**config.mk**
```make
export PLATFORM = sky130hd
export DESIGN_NAME = mac_ctrl_arb_flat
export DESIGN_NICKNAME = d
export VERILOG_FILES = /design/src/rtl/mac_ctrl_arb_pkg.sv /design/src/rtl/mac_ctrl_arb_if.sv /design/src/rtl/mac_ctrl_arb_rr_arb2.sv /design/src/rtl/mac_ctrl_arb.sv /design/src/flat_wrapper.sv
export SDC_FILE = /design/constraint.sdc
export NUM_CORES = 1
export LEC_CHECK = 0
export ABC_AREA = 1
export CAP_MARGIN = 5
export CORE_MARGIN = 2
export CORE_UTILIZATION = 48
export CTS_BUF_LIST = sky130_fd_sc_hd__clkbuf_4
export DETAILED_ROUTE_END_ITERATION = 10
export HOLD_SLACK_MARGIN = 0.08
export PLACE_DENSITY = 0.95
export RECOVER_POWER = 25
export SYNTH_ARGS = -nofsm -noshare
export SYNTH_HDL_FRONTEND = slang
export SYNTH_SLANG_ARGS = --single-unit
```
**constraint.sdc**
```tcl
create_clock -name clk -period 5.1 [get_ports clk]
set_input_delay 0.765 -clock clk [delete_from_list [all_inputs] [get_ports clk]]
set_output_delay 0.765 -clock clk [all_outputs]
set_load 0.02 [all_outputs]
```
**src/rtl/mac_ctrl_arb_pkg.sv**
```systemverilog
// Shared types and defaults for the MAC control-port arbiter.
package mac_ctrl_pkg;

    // Arbiter sequencing: wait for a request, run it on the MAC, answer the owner.
    typedef enum logic [1:0] {
        IDLE = 2'd0,
        BUSY = 2'd1,
        RESP = 2'd2
    } state_t;

    // Latched operation of the granted requester.
    typedef enum logic {
        OP_RD = 1'b0,
        OP_WR = 1'b1
    } op_t;

    localparam int          DEF_ADDR_W   = 8;
    localparam int          DEF_DATA_W   = 32;
    localparam logic [31:0] DEF_ERR_DATA = 32'hDEADBEEF;

    // A write strobe wins over a simultaneous read strobe.
    function automatic op_t decode_op(input logic wr);
        return wr ? OP_WR : OP_RD;
    endfunction

endpackage

```
**src/rtl/mac_ctrl_arb_if.sv**
```systemverilog
// Bundle of both requester ports, the MAC control port and arbiter status.
interface mac_ctrl_arb_if
    import mac_ctrl_pkg::*;
#(
    parameter int ADDR_W = DEF_ADDR_W,
    parameter int DATA_W = DEF_DATA_W
);
    logic [ADDR_W-1:0] m0_address,     m1_address;
    logic              m0_read,        m1_read;
    logic              m0_write,       m1_write;
    logic [DATA_W-1:0] m0_writedata,   m1_writedata;
    logic [DATA_W-1:0] m0_readdata,    m1_readdata;
    logic              m0_waitrequest, m1_waitrequest;

    logic [ADDR_W-1:0] s_address;
    logic              s_read;
    logic              s_write;
    logic [DATA_W-1:0] s_writedata;
    logic [DATA_W-1:0] s_readdata;
    logic              s_waitrequest;

    logic [1:0]        grant;
    logic              err_timeout;

    // Arbiter side: serves the requesters, drives the MAC.
    modport slave (
        input  m0_address, m1_address, m0_read, m1_read, m0_write, m1_write,
        input  m0_writedata, m1_writedata,
        output m0_readdata, m1_readdata, m0_waitrequest, m1_waitrequest,
        output s_address, s_read, s_write, s_writedata,
        input  s_readdata, s_waitrequest,
        output grant, err_timeout
    );

    // Environment side: the requesters and the MAC control port.
    modport master (
        output m0_address, m1_address, m0_read, m1_read, m0_write, m1_write,
        output m0_writedata, m1_writedata,
        input  m0_readdata, m1_readdata, m0_waitrequest, m1_waitrequest,
        input  s_address, s_read, s_write, s_writedata,
        output s_readdata, s_waitrequest,
        input  grant, err_timeout
    );

endinterface

```
**src/rtl/mac_ctrl_arb_rr_arb2.sv**
```systemverilog
// Two-way round-robin grant: a lone requester always wins, a tie goes
// to whichever requester was not served last.
module rr_arb2 (
    input  logic [1:0] req,
    input  logic       last_m0,
    output logic [1:0] gnt
);

    // One-hot grant from the request pair and the last-served pointer.
    always_comb begin
        gnt = req;
        if (req == 2'b11) begin
            gnt = last_m0 ? 2'b10 : 2'b01;
        end
    end

endmodule

```
**src/rtl/mac_ctrl_arb.sv**
```systemverilog
// Shares one MAC Avalon-MM control port between the config sequencer (m0)
// and a host/status poller (m1): one transaction at a time, round-robin,
// with an abort when the MAC holds waitrequest too long.
module mac_ctrl_arb
    import mac_ctrl_pkg::*;
#(
    parameter int              ADDR_W   = DEF_ADDR_W,
    parameter int              DATA_W   = DEF_DATA_W,
    parameter int              TIMEOUT  = 1023,
    parameter logic [DATA_W-1:0] ERR_DATA = DATA_W'(DEF_ERR_DATA)
) (
    input  logic           clk,
    input  logic           rst_n,
    mac_ctrl_arb_if.slave  bus
);

    localparam int CNT_W = $clog2(TIMEOUT + 1);
    localparam logic [CNT_W-1:0] CNT_LAST = CNT_W'(TIMEOUT - 1);
    localparam logic [CNT_W-1:0] CNT_MAX  = CNT_W'(TIMEOUT);

    state_t            state_q, state_d;
    logic [1:0]        req;
    logic [1:0]        gnt_arb;
    logic [1:0]        grant_q;
    logic              last_m0_q;
    op_t               op_q;
    logic [ADDR_W-1:0] addr_q;
    logic [DATA_W-1:0] wdata_q;
    logic [DATA_W-1:0] rdata0_q, rdata1_q;
    logic [CNT_W-1:0]  cnt_q;
    logic              err_q;
    logic              done;
    logic              abort;

    assign req = {bus.m1_read | bus.m1_write, bus.m0_read | bus.m0_write};

    rr_arb2 u_rr_arb2 (
        .req     (req),
        .last_m0 (last_m0_q),
        .gnt     (gnt_arb)
    );

    // Latched transaction drives the MAC; reads of the owner come from per-requester registers.
    assign bus.s_address   = addr_q;
    assign bus.s_writedata = wdata_q;
    assign bus.m0_readdata = rdata0_q;
    assign bus.m1_readdata = rdata1_q;
    assign bus.grant       = grant_q;

    // State register; reset drops any in-flight strobe immediately.
    always_ff @(posedge clk or negedge rst_n) begin
        if (!rst_n) begin
            state_q <= IDLE;
        end else begin
            state_q <= state_d;
        end
    end

    // Next state, completion/abort decode and the strobe/handshake outputs.
    always_comb begin
        state_d            = state_q;
        done               = 1'b0;
        abort              = 1'b0;
        bus.s_read         = 1'b0;
        bus.s_write        = 1'b0;
        bus.m0_waitrequest = 1'b1;
        bus.m1_waitrequest = 1'b1;
        bus.err_timeout    = 1'b0;
        case (state_q)
            IDLE: begin
                if (|req) begin
                    state_d = BUSY;
                end
            end
            BUSY: begin
                bus.s_read  = (op_q == OP_RD);
                bus.s_write = (op_q == OP_WR);
                if (!bus.s_waitrequest) begin
                    done    = 1'b1;
                    state_d = RESP;
                end else if (cnt_q == CNT_LAST) begin
                    // This stalled cycle brings the count to TIMEOUT.
                    abort   = 1'b1;
                    state_d = RESP;
                end
            end
            RESP: begin
                bus.m0_waitrequest = ~grant_q[0];
                bus.m1_waitrequest = ~grant_q[1];
                bus.err_timeout    = err_q;
                state_d            = IDLE;
            end
            default: begin
                state_d = IDLE;
            end
        endcase
    end

    // Ownership: granted in IDLE, released in RESP, which also moves the rr pointer.
    always_ff @(posedge clk or negedge rst_n) begin
        if (!rst_n) begin
            grant_q   <= 2'b00;
            last_m0_q <= 1'b0;
        end else if (state_q == IDLE && |req) begin
            grant_q <= gnt_arb;
        end else if (state_q == RESP) begin
            grant_q   <= 2'b00;
            last_m0_q <= grant_q[0];
        end
    end

    // Capture the winner's address, data and op so it may drop them mid-transaction.
    always_ff @(posedge clk or negedge rst_n) begin
        if (!rst_n) begin
            addr_q  <= '0;
            wdata_q <= '0;
            op_q    <= OP_RD;
        end else if (state_q == IDLE && |req) begin
            if (gnt_arb[1]) begin
                addr_q  <= bus.m1_address;
                wdata_q <= bus.m1_writedata;
                op_q    <= decode_op(bus.m1_write);
            end else begin
                addr_q  <= bus.m0_address;
                wdata_q <= bus.m0_writedata;
                op_q    <= decode_op(bus.m0_write);
            end
        end
    end

    // Stall counter: cleared per transaction, counts stalled BUSY cycles, saturates.
    always_ff @(posedge clk or negedge rst_n) begin
        if (!rst_n) begin
            cnt_q <= '0;
        end else if (state_q == IDLE) begin
            cnt_q <= '0;
        end else if (state_q == BUSY && bus.s_waitrequest && cnt_q != CNT_MAX) begin
            cnt_q <= cnt_q + 1'b1;
        end
    end

    // Owner's read data and timeout flag, presented during RESP.
    always_ff @(posedge clk or negedge rst_n) begin
        if (!rst_n) begin
            rdata0_q <= '0;
            rdata1_q <= '0;
            err_q    <= 1'b0;
        end else if (state_q == IDLE) begin
            err_q <= 1'b0;
        end else if (state_q == BUSY) begin
            if (abort) begin
                err_q <= 1'b1;
                if (grant_q[1]) rdata1_q <= ERR_DATA;
                else            rdata0_q <= ERR_DATA;
            end else if (done && op_q == OP_RD) begin
                if (grant_q[1]) rdata1_q <= bus.s_readdata;
                else            rdata0_q <= bus.s_readdata;
            end
        end
    end

endmodule
```
**src/flat_wrapper.sv**
```systemverilog
// flat-port wrapper written by rule: the top's interface ports become plain ports
module mac_ctrl_arb_flat import mac_ctrl_pkg::*;
#(
    parameter int              ADDR_W   = DEF_ADDR_W,
    parameter int              DATA_W   = DEF_DATA_W,
    parameter int              TIMEOUT  = 1023,
    parameter logic [DATA_W-1:0] ERR_DATA = DATA_W'(DEF_ERR_DATA)
)
  (clk, rst_n, bus_m0_address, bus_m1_address, bus_m0_read, bus_m1_read, bus_m0_write, bus_m1_write, bus_m0_writedata, bus_m1_writedata, bus_m0_readdata, bus_m1_readdata, bus_m0_waitrequest, bus_m1_waitrequest, bus_s_address, bus_s_read, bus_s_write, bus_s_writedata, bus_s_readdata, bus_s_waitrequest, bus_grant, bus_err_timeout);
  mac_ctrl_arb_if #(.ADDR_W(ADDR_W), .DATA_W(DATA_W)) bus_i ();
  input  logic clk;
  input  logic rst_n;
  input wire logic [$bits(bus_i.m0_address)-1:0] bus_m0_address;
  input wire logic [$bits(bus_i.m1_address)-1:0] bus_m1_address;
  input wire logic [$bits(bus_i.m0_read)-1:0] bus_m0_read;
  input wire logic [$bits(bus_i.m1_read)-1:0] bus_m1_read;
  input wire logic [$bits(bus_i.m0_write)-1:0] bus_m0_write;
  input wire logic [$bits(bus_i.m1_write)-1:0] bus_m1_write;
  input wire logic [$bits(bus_i.m0_writedata)-1:0] bus_m0_writedata;
  input wire logic [$bits(bus_i.m1_writedata)-1:0] bus_m1_writedata;
  output wire logic [$bits(bus_i.m0_readdata)-1:0] bus_m0_readdata;
  output wire logic [$bits(bus_i.m1_readdata)-1:0] bus_m1_readdata;
  output wire logic [$bits(bus_i.m0_waitrequest)-1:0] bus_m0_waitrequest;
  output wire logic [$bits(bus_i.m1_waitrequest)-1:0] bus_m1_waitrequest;
  output wire logic [$bits(bus_i.s_address)-1:0] bus_s_address;
  output wire logic [$bits(bus_i.s_read)-1:0] bus_s_read;
  output wire logic [$bits(bus_i.s_write)-1:0] bus_s_write;
  output wire logic [$bits(bus_i.s_writedata)-1:0] bus_s_writedata;
  input wire logic [$bits(bus_i.s_readdata)-1:0] bus_s_readdata;
  input wire logic [$bits(bus_i.s_waitrequest)-1:0] bus_s_waitrequest;
  output wire logic [$bits(bus_i.grant)-1:0] bus_grant;
  output wire logic [$bits(bus_i.err_timeout)-1:0] bus_err_timeout;
  assign bus_i.m0_address = bus_m0_address;
  assign bus_i.m1_address = bus_m1_address;
  assign bus_i.m0_read = bus_m0_read;
  assign bus_i.m1_read = bus_m1_read;
  assign bus_i.m0_write = bus_m0_write;
  assign bus_i.m1_write = bus_m1_write;
  assign bus_i.m0_writedata = bus_m0_writedata;
  assign bus_i.m1_writedata = bus_m1_writedata;
  assign bus_m0_readdata = bus_i.m0_readdata;
  assign bus_m1_readdata = bus_i.m1_readdata;
  assign bus_m0_waitrequest = bus_i.m0_waitrequest;
  assign bus_m1_waitrequest = bus_i.m1_waitrequest;
  assign bus_s_address = bus_i.s_address;
  assign bus_s_read = bus_i.s_read;
  assign bus_s_write = bus_i.s_write;
  assign bus_s_writedata = bus_i.s_writedata;
  assign bus_i.s_readdata = bus_s_readdata;
  assign bus_i.s_waitrequest = bus_s_waitrequest;
  assign bus_grant = bus_i.grant;
  assign bus_err_timeout = bus_i.err_timeout;
  mac_ctrl_arb #(.ADDR_W(ADDR_W), .DATA_W(DATA_W), .TIMEOUT(TIMEOUT), .ERR_DATA(ERR_DATA)) u_core (.clk(clk), .rst_n(rst_n), .bus(bus_i));
endmodule
```
# Word level (Yosys, flattened, before mapping)
# Index checks and enable logic that the tools add are counted.
# totals
reg_bits	121
input_bits	119
out_inout_bits	111
wordCells	77
# classes
addsub	1
n_eq_ne	7
mux	36
bitwise_logic	7
reduce_logical	16
# ops
cell	n
2-to-1 mux 32 bit	9
2-to-1 mux 10 bit	2
2-to-1 mux 1 bit	16
2-to-1 mux 2 bit	7
adder 10 x 1 -> 10 bit, second input constant	1
equality test 10 bit, second input constant	1
inequality test 10 bit, second input constant	1
nonzero test 2 bit	5
2-to-1 mux 8 bit	1
AND reduction 4 bit	2
AND reduction 2 bit	3
NOT 1 bit	5
equality test 2 bit, second input constant	2
logical AND 1 bit	4
one-hot mux 2 bit (2 select lines)	1
inequality test 3 x 2 -> 1 bit, second input constant	1
equality test 2 x 1 -> 1 bit, second input constant	1
logical NOT 2 bit	1
inequality test 2 bit, second input constant	1
OR 1 bit	2
OR reduction 2 bit	1

# Depth between registers and ports, before layout
# depth
ltp_word	7
depth_mapped	11
mapped_depth_nobuf	9

# Hierarchy
# Synthesis repeated with hierarchy kept, for this count alone.
# hier_totals
hier_cells	695
hier_area_um2	5547.8
# by_module_without_submodules
mod	n_inst	cells_each	area_each_um2	seq_area_each_um2
mac_ctrl_arb	1	690	5526.6	3027.9
rr_arb2	1	5	21.3	0.0

# Worst setup path after synthesis
# Ideal clock, no wire load.
# synth_timing
kind	flip-flop to output port
from	register u_core.grant_q[1], in the netlist u_core.bus.grant[1]
to	output port bus_m1_waitrequest
t_arrival_ns	1.185
required_ns	4.335
setup_slack_ns	3.150
path_stages_with_launch	4
path_buffers	2
cell_sequence	dfrtp_1 -> clkbuf_1 -> clkbuf_1 -> nand2_1
# synth_between
elab_chain_cells	2
# synth_rtl
element	line	text
start: declaration	mac_ctrl_arb.sv:24	logic [1:0] grant_q;
start signal: assignment	mac_ctrl_arb.sv:105	grant_q <= gnt_arb;
NOT 1 bit	mac_ctrl_arb.sv:89	bus.m1_waitrequest = ~grant_q[1];
2-to-1 mux 1 bit	mac_ctrl_arb.sv:69	case (state_q)
end: declaration	flat_wrapper.sv:24	output wire logic [$bits(bus_i.m1_waitrequest)-1:0] bus_m1_waitrequest;
# No other way between the ends.

# Worst setup path in the final report
# layout_timing
from	register u_core.cnt_q[0]
to	register u_core.rdata1_q[28], in the netlist u_core.bus.m1_readdata[28]
# layout_between
elab_chain_cells	6
elab_cells_between_ends	7
classes_between	eq/ne (1); mux (4); reduce/logical (2)
# layout_rtl
element	line	text
start: declaration	mac_ctrl_arb.sv:30	logic [CNT_W-1:0] cnt_q;
start signal: assignment	mac_ctrl_arb.sv:138	cnt_q <= cnt_q + 1'b1;
equality test 10 bit *	mac_ctrl_arb.sv:81	end else if (cnt_q == CNT_LAST) begin
2-to-1 mux 1 bit *	mac_ctrl_arb.sv:81	
2-to-1 mux 1 bit *	mac_ctrl_arb.sv:78	if (!bus.s_waitrequest) begin
2-to-1 mux 1 bit *	mac_ctrl_arb.sv:69	
nonzero test 2 bit (no source line)	n/a	
AND reduction 4 bit (no source line)	n/a	
end signal: assignment	mac_ctrl_arb.sv:156	if (grant_q[1]) rdata1_q <= bus.s_readdata;
end: declaration	mac_ctrl_arb.sv:29	logic [DATA_W-1:0] rdata0_q, rdata1_q;
# Every way passes the cells marked *; elsewhere a longest branch is shown, timed or not.
# A chain may end at the register's enable or synchronous reset.

==> results.yml <==
routing:
  wire_per_inst_um: 15.2
  drtPass1Iterations: 5
  route.detailed.drc: 0
  dr_total_vias: 5507
  routed_wirelength_um: 16000
  drt-vias-per-instance: 5.23
  drt_iter0_drc: 420
  antenna_left: 0
final_layout:
  layoutNonFillerInstCount: 1053
  diodes: 0
  layout_commonest_cell: "nand2_1"
  stdcell_area_um2: 8030
  drive_gt1_frac: 0.0560
  final_cell_mix: "nand2_1, clkdlybuf4s50_1, dfrtp_1, nand3_1, nor2_1"
  area_delta_synth_final_pct: 45.6
  final_util: 0.709
  num-nets-final: 1021
place:
  dpl_worst_slack_ns: 1.42
  place_congestion: 0.828
  dpl-instance-area_um2: 7840
  port_buffers: 229
  dp_cells: 1024
  dp_hpwl_um: 11500
pwr:
  p_seq_frac: 0.357
  peakVddDrop_uv: 355
  combPwrFrac: 0.529
  p_int_mw: 2.62
  clockPowerShare: 0.114
  cellLeakagePower_nw: 3.89
  swShare: 0.433
  power.density_nw_per_um2: 576
  switchingPower_mw: 2.00
clock_network:
  path_clk_slew_ns: 0.11
  postCtsSetupRepairBufs: 0
  clockBufferDepth: 2
  post_cts_resized: 0
  ctsHtreeMaxLevel: 4
  cts_hold_buf: 0
  clk_latency_ns: 0.50
  cts_buffers: 17
  clock-sinks: 121
  cts_tree: "built"
  root_buffer: "clkbuf_4"
timing:
  layout_setup_ws_ns: 1.86
  setup_viol: 0
  fin_setup_tns_ns: 0
  finalHoldViolCount: 0
  min_period_over_period: 0.635
  tightest_slew_ns: 2.15
  period_needed_ns: 3.24
  relSlewSlack: -0.431
  finalMaxSlewViolations: 87
  rsz0062_at_grt: "no"
  fmax_mhz: 309
  fin_skew_ns: 0.0166
logic_synthesis:
  syn_area_per_cell_um2: 8.03
  yosys.area.top_type_share: 0.549
  syn-num-nets: 808
  ys_warn_count: 0
  synthAdderAreaFrac: 0.00454
  synthCells: 687
  muxShareOfSynthArea: 0
  synth_top_area_cell: "dfrtp_1"
  synth_area_leaders: "dfrtp_1, nand2_1, nand3_1, o21ai_0, o21ai_1"
  synth.distinct_cells: 22
  synth_seq_cells: 121
  synth_xor_area_frac: 0.00159
  synth-simple-area-share: 0.288
  synth_top_family_by_area: "simple AND/OR/NAND/NOR gates"
  ys_seq_area_frac: 0.549
  syn_area_um2: 5520
  synth_compound_area_frac: 0.0882
worst_hold_path:
  whs_path_depth: 2
  hp-class: "reg -> reg"
status:
  status: "finished, violations left"
  violations: "max-capacitance violations, max-slew violations"
floorplanning:
  die_h_um: 111
  design.portCount: 230
  die_w_um: 111
  core_um2: 11300
  core.rowCount: 39
  initial_utilization: 0.487
  die_area_um2: 12400
setup_path:
  critPathMaxStageDelay_ns: 0.71
  worstPathArrival_ns: 3.61
  rr_worst_depth: 9
  path_cells: "inv_1 > ha_1 > inv_2 > nor2_1 > nand4_4 > nand2_2 > nand2_1 > nand2_1 > nand2_1"
  crit_slowest_cell: "nand2_1"
  path_class: "reg -> reg"
  worstPathMaxFanout: 42
  crit_required_ns: 5.47
  cp-end-kind: "register"
  cpMostUsedCell: "nand2_1"
  start_kind: "register"
global_route:
  gr-total-overflow: 0
  grt_max_degree: 87
  grt_first_pass_wirelength_um: 26400
  grt_pass1_vias: 5300
  antenna_found_initial: 0
  gr-usage-all-layers: 0.266
run:
  drv_cap: 1
-- stage by stage --
step / hold WS [ns] / power, mW
floorplan: 0.469 / 2.91
global placement: 0.453 / 4.05
detailed placement: 0.457 / 4.13
CTS: 0.474 / 4.66
global route: 0.504 / 4.93
finish: 0.480 / 4.62
-- final timing paths --
kind | startpoint | endpoint | slack [ns]
worst max-delay path | u_core.cnt_q[0] | u_core.bus.m1_readdata[28] | 1.86
worst min-delay path | u_core.bus.m1_readdata[4] | u_core.bus.m1_readdata[4] | 0.48
worst max register to register | u_core.cnt_q[0] | u_core.bus.m1_readdata[28] | 1.86
worst min register to register | u_core.bus.m1_readdata[4] | u_core.bus.m1_readdata[4] | 0.48
max in group asynchronous | rst_n | u_core.cnt_q[1] | 2.76
min in group asynchronous | rst_n | u_core.bus.m0_readdata[14] | 0.89
-- cells by family after synthesis --
logic type / Yosys count
buffers and inverters: 91
AND/OR/NAND/NOR: 376
adder cells (fa/ha/maj): 2
flip-flops: 121
XOR/XNOR: 1
AO/OA/AOI/OAI: 96
-- area by class of cell --
| cell class | instances | area (um^2) |
|---|---|---|
| Inverter | 50 | 188 |
| Tap cell | 143 | 179 |
| Multi-Input combinational cell | 475 | 2110 |
| Clock buffer | 18 | 135 |
| Clock inverter | 11 | 61.3 |
| Sequential cell | 121 | 3030 |
| Timing Repair Buffer | 235 | 2330 |
| Fill cell | 876 | 3290 |
-- power by group through the flow --
stage / Combinational (mW) / Sequential (mW) / Clock, mW
after floorplan: 0.783 / 2.13 / 0
after global placement: 2.40 / 1.65 / 0
after detailed placement: 2.46 / 1.67 / 0
after CTS: 2.47 / 1.65 / 0.541
after global routing: 2.65 / 1.70 / 0.582
final: 2.45 / 1.65 / 0.526
-- flip-flops by register name, indices dropped and copies added, names as in the netlist --
signal and cells:
u_core.bus.grant 2, u_core.bus.m0_readdata 32, u_core.bus.m1_readdata 32, u_core.bus.s_address 8, u_core.bus.s_writedata 32, u_core.cnt_q 10, u_core.err_q 1, u_core.last_m0_q 1
u_core.op_q 1, u_core.state_q 2
-- worst max-delay path, delay by kind of cell, from the launching register on --
kind / cells / cell delay (ns)
flops: 1 / 0.49
fa+ha+maj: 1 / 0.16
simple gates: 6 / 2.27
buf+inv: 2 / 0.16
-- synthesized netlist by cell type --
| cell type | number |
|---|---|
| nand4_1 | 23 |
| buf_2 | 15 |
| o21ai_0 | 47 |
| o21bai_1 | 1 |
| nor2_1 | 53 |
| a21oi_2 | 1 |
| nand4_4 | 1 |
| xor2_1 | 1 |
| ha_1 | 2 |
| a21oi_1 | 4 |
| clkbuf_1 | 23 |
| nor2_2 | 2 |
| or2_2 | 2 |
| buf_6 | 3 |
| nor2_4 | 1 |
| nand2_2 | 3 |
| nand2_1 | 231 |
| inv_2 | 7 |
| inv_1 | 43 |
| dfrtp_1 | 121 |
| nand3_1 | 60 |
| o21ai_1 | 43 |
-- layer usage --
layer / up-vias / wire length (um) / track usage
met5: - / 0 / 0
met4: 0 / 239 / 0.0650
met3: 16 / 1460 / 0.0946
met2: 266 / 8050 / 0.448
met1: 2597 / 6290 / 0.330
li1: 2628 / - / -
Power figures use the tool's default switching activity.
